`src/rtl/tcp_tx_engine.sv`:
```
// rtl/tcp_tx_engine.sv - per-session tx segmenter with status retry and payload forwarding
//
// Splits each send command into segments of at most MAX_SEG_BYTES, issues tx
// metadata per segment, waits for tx status and backs off on "no space", then
// forwards exactly that segment's payload beats with regenerated keep/last.
// One completion is reported per command.
//
// Ports:
//   clk, rstn                   clock, synchronous active-low reset
//   s_cmd_*    (48b)            command in: [15:0] session, [47:16] total bytes
//   s_data_*   (512b)           app payload in
//   m_meta_*   (32b)            tx metadata out: [15:0] session, [31:16] seg length
//   s_status_* (64b)            tx status in: [15:0] session, [31:16] length, [63:62] error
//   m_data_*   (512b/64b/1b)    payload out with keep/last
//   m_done_*   (64b)            completion out: [15:0] session, [47:16] sent, [49:48] error
//   retry_cnt/drop_cnt/mismatch_cnt  saturating status counters
module tcp_tx_engine #(
  parameter int MAX_SEG_BYTES = 1408,
  parameter int RETRY_DELAY   = 256
) (
  input  logic         clk,
  input  logic         rstn,
  input  logic         s_cmd_valid,
  output logic         s_cmd_ready,
  input  logic [47:0]  s_cmd_data,
  input  logic         s_data_valid,
  output logic         s_data_ready,
  input  logic [511:0] s_data_data,
  output logic         m_meta_valid,
  input  logic         m_meta_ready,
  output logic [31:0]  m_meta_data,
  input  logic         s_status_valid,
  output logic         s_status_ready,
  input  logic [63:0]  s_status_data,
  output logic         m_data_valid,
  input  logic         m_data_ready,
  output logic [511:0] m_data_data,
  output logic [63:0]  m_data_keep,
  output logic         m_data_last,
  output logic         m_done_valid,
  input  logic         m_done_ready,
  output logic [63:0]  m_done_data,
  output logic [31:0]  retry_cnt,
  output logic [31:0]  drop_cnt,
  output logic [31:0]  mismatch_cnt
);

  localparam logic [31:0] MAX32 = 32'(MAX_SEG_BYTES);
  localparam logic [31:0] BO_INIT = 32'(RETRY_DELAY - 1);

  typedef enum logic [2:0] {IDLE, META, WAIT_ST, BACKOFF, DATA, DRAIN, DONE} state_t;

  state_t      state;
  logic [15:0] session;
  logic [15:0] seg;
  logic [31:0] remaining;
  logic [31:0] sent;
  logic [25:0] beat_cnt;
  logic [31:0] bo_cnt;
  logic [1:0]  err;

  function automatic logic [15:0] seg_for(input logic [31:0] rem);
    return (rem < MAX32) ? rem[15:0] : MAX32[15:0];
  endfunction

  function automatic logic [31:0] sat_inc(input logic [31:0] v);
    return (v == 32'hFFFF_FFFF) ? v : v + 32'd1;
  endfunction

  // Index of the final beat: ceil(n/64)-1 == (n-1)>>6 for n >= 1.
  logic [15:0] seg_m1;
  logic [31:0] rem_m1;
  logic [25:0] seg_last_idx;
  logic [25:0] drain_last_idx;
  logic        is_last_beat;
  logic [63:0] last_keep;
  logic        data_fire;
  logic        drain_fire;
  logic [31:0] rem_after;
  logic [31:0] sent_after;
  logic [15:0] cmd_seg;
  logic [15:0] next_seg;
  logic [1:0]  st_err;
  logic        st_mismatch;
  logic        unused_bits;

  assign seg_m1         = seg - 16'd1;
  assign rem_m1         = remaining - 32'd1;
  assign seg_last_idx   = {16'b0, seg_m1[15:6]};
  assign drain_last_idx = rem_m1[31:6];
  assign is_last_beat   = (beat_cnt == seg_last_idx);
  assign last_keep      = (seg[5:0] == 6'd0) ? '1 : ((64'd1 << seg[5:0]) - 64'd1);
  assign rem_after      = remaining - {16'b0, seg};
  assign sent_after     = sent + {16'b0, seg};
  assign cmd_seg        = seg_for(s_cmd_data[47:16]);
  assign next_seg       = seg_for(rem_after);
  assign st_err         = s_status_data[63:62];
  assign st_mismatch    = (s_status_data[15:0] != session) || (s_status_data[31:16] != seg);
  assign unused_bits    = ^{s_status_data[61:32], seg_m1[5:0], rem_m1[5:0]};

  // Payload path is combinational so DATA adds no latency or bubbles.
  assign m_data_valid = (state == DATA) && s_data_valid;
  assign s_data_ready = ((state == DATA) && m_data_ready) || (state == DRAIN);
  assign m_data_data  = s_data_data;
  assign m_data_last  = (state == DATA) && is_last_beat;
  assign m_data_keep  = (state != DATA) ? '0 : (is_last_beat ? last_keep : '1);
  assign data_fire    = (state == DATA) && s_data_valid && m_data_ready;
  assign drain_fire   = (state == DRAIN) && s_data_valid;

  always_ff @(posedge clk) begin
    if (!rstn) begin
      state          <= IDLE;
      session        <= '0;
      seg            <= '0;
      remaining      <= '0;
      sent           <= '0;
      beat_cnt       <= '0;
      bo_cnt         <= '0;
      err            <= '0;
      s_cmd_ready    <= 1'b0;
      m_meta_valid   <= 1'b0;
      m_meta_data    <= '0;
      s_status_ready <= 1'b0;
      m_done_valid   <= 1'b0;
      m_done_data    <= '0;
      retry_cnt      <= '0;
      drop_cnt       <= '0;
      mismatch_cnt   <= '0;
    end else begin
      case (state)
        IDLE: begin
          s_cmd_ready <= 1'b1;
          if (s_cmd_valid && s_cmd_ready) begin
            s_cmd_ready <= 1'b0;
            session     <= s_cmd_data[15:0];
            remaining   <= s_cmd_data[47:16];
            sent        <= '0;
            err         <= '0;
            if (s_cmd_data[47:16] == 32'd0) begin
              state        <= DONE;
              m_done_valid <= 1'b1;
              m_done_data  <= {16'b0, 32'b0, s_cmd_data[15:0]};
            end else begin
              state        <= META;
              seg          <= cmd_seg;
              m_meta_valid <= 1'b1;
              m_meta_data  <= {cmd_seg, s_cmd_data[15:0]};
            end
          end
        end
        META: begin
          if (m_meta_ready) begin
            m_meta_valid   <= 1'b0;
            s_status_ready <= 1'b1;
            state          <= WAIT_ST;
          end
        end
        WAIT_ST: begin
          if (s_status_valid) begin
            s_status_ready <= 1'b0;
            beat_cnt       <= '0;
            if (st_mismatch) mismatch_cnt <= sat_inc(mismatch_cnt);
            case (st_err)
              2'd0: state <= DATA;
              2'd2: begin
                retry_cnt <= sat_inc(retry_cnt);
                bo_cnt    <= BO_INIT;
                state     <= BACKOFF;
              end
              default: begin
                drop_cnt <= sat_inc(drop_cnt);
                err      <= st_err;
                state    <= DRAIN;
              end
            endcase
          end
        end
        BACKOFF: begin
          // m_meta_data still holds the pending segment, so it is reissued unchanged.
          if (bo_cnt == 32'd0) begin
            m_meta_valid <= 1'b1;
            state        <= META;
          end else begin
            bo_cnt <= bo_cnt - 32'd1;
          end
        end
        DATA: begin
          if (data_fire) begin
            if (is_last_beat) begin
              beat_cnt  <= '0;
              sent      <= sent_after;
              remaining <= rem_after;
              if (rem_after == 32'd0) begin
                state        <= DONE;
                m_done_valid <= 1'b1;
                m_done_data  <= {14'b0, err, sent_after, session};
              end else begin
                state        <= META;
                seg          <= next_seg;
                m_meta_valid <= 1'b1;
                m_meta_data  <= {next_seg, session};
              end
            end else begin
              beat_cnt <= beat_cnt + 26'd1;
            end
          end
        end
        DRAIN: begin
          // Discards the failed segment and everything after it.
          if (drain_fire) begin
            if (beat_cnt == drain_last_idx) begin
              state        <= DONE;
              m_done_valid <= 1'b1;
              m_done_data  <= {14'b0, err, sent, session};
            end else begin
              beat_cnt <= beat_cnt + 26'd1;
            end
          end
        end
        DONE: begin
          if (m_done_ready) begin
            m_done_valid <= 1'b0;
            s_cmd_ready  <= 1'b1;
            state        <= IDLE;
          end
        end
        default: state <= IDLE;
      endcase
    end
  end

endmodule

```
`config.mk`:
```
export PLATFORM = sky130hd
export DESIGN_NAME = tcp_tx_engine
export DESIGN_NICKNAME = d
export VERILOG_FILES = /design/src/rtl/tcp_tx_engine.sv
export SDC_FILE = /design/constraint.sdc
export NUM_CORES = 1
export LEC_CHECK = 0
export ABC_AREA = 1
export CORE_AREA = 10 10 539 541
export DETAILED_ROUTE_END_ITERATION = 10
export DIE_AREA = 0 0 549 551
export DONT_BUFFER_PORTS = 1
export GPL_TIMING_DRIVEN = 0
export REMOVE_ABC_BUFFERS = 1
export SLEW_MARGIN = 20
export SYNTH_ARGS = -nofsm -noshare
export SYNTH_HDL_FRONTEND = slang
export SYNTH_SLANG_ARGS = --single-unit
```
`constraint.sdc`:
```
create_clock -name clk -period 9.2 [get_ports clk]
set_input_delay 1.84 -clock clk [delete_from_list [all_inputs] [get_ports clk]]
set_output_delay 1.84 -clock clk [all_outputs]
set_load 0.05 [all_outputs]
```
==> metrics.md <==
| Metric | Value |
|---|---|
| Run status | complete, no violations |
| H-tree depth | 2 |
| Power density over the cells | 336.6 nW/µm² |
| Post-cts repair resize count | 0 |
| Total die area | 302,500 µm² |
| Maximum VDD drop | 137.1 µV |
| Top Ports | 1,407 |
| Netlist cell types | 51 |
| Sequential element share of the synthesized area | 0.2352 |
| Area share of the largest cell type after synthesis | 0.2352 |
| Proportion of synthesized flip-flops having asynchronous set or reset | 0 |
| Placed wire-length estimate | 413,900 µm |
| Vias in the first global route | 24,760 |
| Ratio of cells with drive above 1 in the final layout | 0.04916 |
| Hold Buf Count CTS | 0 |
| Total routing resource utilization after global routing | 0.2793 |
| Worst-skew pair later-pin latency | 0.68 ns |
| Antenna viol nets, final | 0 |
| Detail-routed net length per standard cell | 57.37 µm |
| Starting utilization of the core area | 0.09920 |
| Final RePlAce weighted congestion | 1.231 |
| CP arrival | 5.01 ns |
| CP max stage cell | sky130_fd_sc_hd__a21oi_1 |
| Min Tclk post-route | 6.851 ns |
| Number of port buffers | 0 |
| Clock skew after layout | 0.07961 ns |
| Clock-pin slew on the worst setup and hold paths | 0.07 ns |
| Area added between synthesis and finish | 8.529% |
| Max transition margin | 0.2521 |
| Library cell used as clock root buffer | sky130_fd_sc_hd__clkbuf_16 |
| Number of buffer and inverter instances along the worst setup path | 4 |
| Wire length of the first global-routing pass | 497,600 µm |
| CP dominant cell by count | sky130_fd_sc_hd__nor2_1 |
| CP Max Fanout | 36 |
| Flip-flop and latch count after synthesis | 325 |
| Unrepaired setup endpoints after global routing | no |
| Die span in x | 549 µm |
| Sum of overflow across all layers after global routing | 0 |
| CP Data Required Time | 7.36 ns |
| Count of flip-flops with a built-in enable after synthesis | 0 |
| Final worst path period share | 0.7447 |
| Vias after detailed routing | 30,080 |
| Top cell family by delay on the critical path | simple AND/OR/NAND/NOR gates |
| Number of nets in the layout | 4,650 |
| Critical Path, Cell by Cell | buf_12, inv_4, nor2_1, inv_1, nor2_1, inv_1, nor2_1, nor4_1, nand2_1, nor4_1, nand2_1, a21oi_1 |
| Buffer depth of the longest clock path | 3 |
| Core ar. | 278,900 µm² |
| Core Util, Final | 0.1077 |
| Per-cell via count in the routed design | 3.880 |
| Flip-flop cell with the highest count after synthesis | sky130_fd_sc_hd__dfxtp_1 |
| Kind of start point of the critical path | flip-flop |
| Multiplexer share of the synthesized area | 0 |
| Largest net degree at the start of global routing | 194 |
| Cell type with the largest total area after synthesis | sky130_fd_sc_hd__dfxtp_1 |
| Path class of the lowest-slack min-delay path | reg -> reg |
| 1st-iter DRT viols | 3,293 |
| Iteration count of the initial detailed-routing pass | 8 |
| Die extent in y | 551 µm |
| Clock Sinks | 325 |
| Max Clock Freq | 146.0 MHz |
| Static leakage power | 11.41 nW |
| Post-layout total power | 10.11 mW |
| Post-synthesis share of cell area spent on and, or, nand and nor gates | 0.3441 |
| CP Capture Type | primary output |
| Count of final hold-check violations | 0 |
| Post-Synth XOR/XNOR Area | 0.04780 |
| Max-slew violation total from the final report | 0 |
| Combined area of all synthesized cells | 27,670 µm² |
| WL final | 444,800 µm |
| R2R Setup Slk | 3.54 ns |
| Rows | 194 |
| Clock tree from TritonCTS | yes |
| Number of antenna violations at the first check in global routing | 33 |
| Mean instance size in the synthesized netlist | 6.054 µm² |
| Max-capacitance violation count | 0 |
| Measured slew at the worst slew-check pin | 1.125 ns |
| Number of remaining DRC errors | 0 |
| Commonest non-fill, non-tap cell in the layout | sky130_fd_sc_hd__nand2_1 |
| Setup bufs post-CTS | 0 |
| Compound-Gate Fraction of Synth Area | 0.1180 |
| CP Class | reg -> out |
| Adder-cell area share of the yosys netlist | 0.01863 |
| Biggest cell delay along the critical path | 0.90 ns |
| Final setup TNS | 0 ns |
| Cell count after synthesis | 4,570 |
| Largest family of logic cells by synthesized area | simple AND/OR/NAND/NOR gates |
| TritonCTS buffer count | 42 |
| Final-report setup violation count | 0 |
| Commonest cells after routing, fill and taps aside | sky130_fd_sc_hd__nand2_1, sky130_fd_sc_hd__nor2_1, sky130_fd_sc_hd__inv_1 |
| Hold WS | 0.4726 ns |
| Largest cells by area after synthesis | sky130_fd_sc_hd__dfxtp_1, sky130_fd_sc_hd__buf_4, sky130_fd_sc_hd__nand2_1 |
| Count of synthesis-stage warnings from yosys | 0 |
## kinds of logic (layout without fill, tap and decap cells)
kind of cell,Yosys count,in the layout
other,1,36
buffers and inverters,1194,618
XOR/XNOR,151,151
adder cells (fa/ha/maj),40,40
flip-flops,325,325
AND/OR/NAND/NOR,2234,2234
AO/OA/AOI/OAI,625,625
## worst register-to-register path: stages, from the launching register on
cell and delay [ns]:
sky130_fd_sc_hd__dfxtp_2 0.82, sky130_fd_sc_hd__inv_1 0.25, sky130_fd_sc_hd__ha_1 0.45, sky130_fd_sc_hd__nand2_1 0.07, sky130_fd_sc_hd__inv_1 0.11, sky130_fd_sc_hd__nand2_1 0.12, sky130_fd_sc_hd__nor3_1 0.35, sky130_fd_sc_hd__nand2_1 0.13
sky130_fd_sc_hd__nand2_1 0.11, sky130_fd_sc_hd__nand2_1 0.05, sky130_fd_sc_hd__nand2_1 0.09, sky130_fd_sc_hd__nand2_1 0.12, sky130_fd_sc_hd__nor2_1 0.12, sky130_fd_sc_hd__nand2_1 0.06, sky130_fd_sc_hd__nor2_1 0.26, sky130_fd_sc_hd__nand3_1 0.25
sky130_fd_sc_hd__nand2_2 0.81, sky130_fd_sc_hd__nand3_4 0.63, sky130_fd_sc_hd__buf_16 0.39, sky130_fd_sc_hd__nor2_1 0.33, sky130_fd_sc_hd__nor2_1 0.06
## through the flow
stage               setup slack, ns  cells  cell area [µm²]
floorplan                   -0.4575   3906            23120
global placement             -10.28   7630            27780
detailed placement            3.078   7658            28550
CTS                           2.341   7731            29960
global route                  1.987   7736            29990
finish                        2.349   7753            30030
## sequential cells by signal, summed over array words and instances (netlist names), 2 cells and up
name / cells
beat_cnt: 26
bo_cnt: 32
err: 2
mismatch_cnt: 32
state: 3
remaining: 32
m_done_data: 50
retry_cnt: 32
drop_cnt: 32
sent: 32
session: 16
m_meta_data: 31
## power by group
group	leakage (nW)	switching [mW]	total [mW]	internal, mW
Clock	0.695	0.787	1.81	1.03
Combinational	8.07	4.02	5.66	1.64
Sequential	2.65	0.925	2.63	1.71
Total	11.4	5.74	10.1	4.37
## area by class of cell
class / count / area [µm²]
fill: 32850 / 248900
multi-input combinational: 3064 / 14840
sequential: 325 / 6528
tap: 3724 / 4659
inverter: 517 / 1958
clock buffer: 55 / 1150
timing repair buffer: 28 / 570.5
clock inverter: 18 / 266.5
antenna: 22 / 55.05
## per-layer routing
metal	GRT usage	up-vias	wire length, µm
li1	-	12920	-
met4	0.2239	78	45290
met5	0.1674	-	7586
met1	0.1303	13250	74430
met2	0.4188	3430	186400
met3	0.3926	402	131100
## cells in the mapped netlist (2+ instances only)
cell type,n
sky130_fd_sc_hd__nand3b_1,10
sky130_fd_sc_hd__nor2_1,600
sky130_fd_sc_hd__o21ai_0,232
sky130_fd_sc_hd__buf_6,3
sky130_fd_sc_hd__or2_2,12
sky130_fd_sc_hd__clkinv_1,2
sky130_fd_sc_hd__o21bai_1,8
sky130_fd_sc_hd__o22ai_1,6
sky130_fd_sc_hd__and3_1,3
sky130_fd_sc_hd__a21o_1,4
sky130_fd_sc_hd__fa_1,2
sky130_fd_sc_hd__nand2_2,12
sky130_fd_sc_hd__or3_1,2
sky130_fd_sc_hd__a31oi_1,16
sky130_fd_sc_hd__nand2_1,1058
sky130_fd_sc_hd__nor3_1,116
sky130_fd_sc_hd__buf_2,30
sky130_fd_sc_hd__nand3_1,211
sky130_fd_sc_hd__buf_4,530
sky130_fd_sc_hd__xor2_1,89
sky130_fd_sc_hd__buf_1,4
sky130_fd_sc_hd__nand3_2,4
sky130_fd_sc_hd__clkbuf_1,109
sky130_fd_sc_hd__nor2_4,7
sky130_fd_sc_hd__nor4_1,53
sky130_fd_sc_hd__nand4_1,113
sky130_fd_sc_hd__nor2_2,13
sky130_fd_sc_hd__inv_1,510
sky130_fd_sc_hd__a211oi_1,7
sky130_fd_sc_hd__inv_2,4
sky130_fd_sc_hd__o21a_1,11
sky130_fd_sc_hd__o21ai_1,8
sky130_fd_sc_hd__a21oi_1,326
sky130_fd_sc_hd__xnor2_1,62
sky130_fd_sc_hd__o2111ai_1,3
sky130_fd_sc_hd__ha_1,38
sky130_fd_sc_hd__nor3b_1,11
sky130_fd_sc_hd__dfxtp_1,325
sky130_fd_sc_hd__nor3_2,3
sky130_fd_sc_hd__and2_1,2
## final timing paths
check / start / end / cells after the start
max: m_meta_data[21] / m_data_keep[51] / 12
min: sent[12] / sent[12] / 2
max reg2reg: m_meta_data[26] / m_done_data[17] / 20
min reg2reg: sent[12] / sent[12] / 2
(Power assumes the default switching activity.)
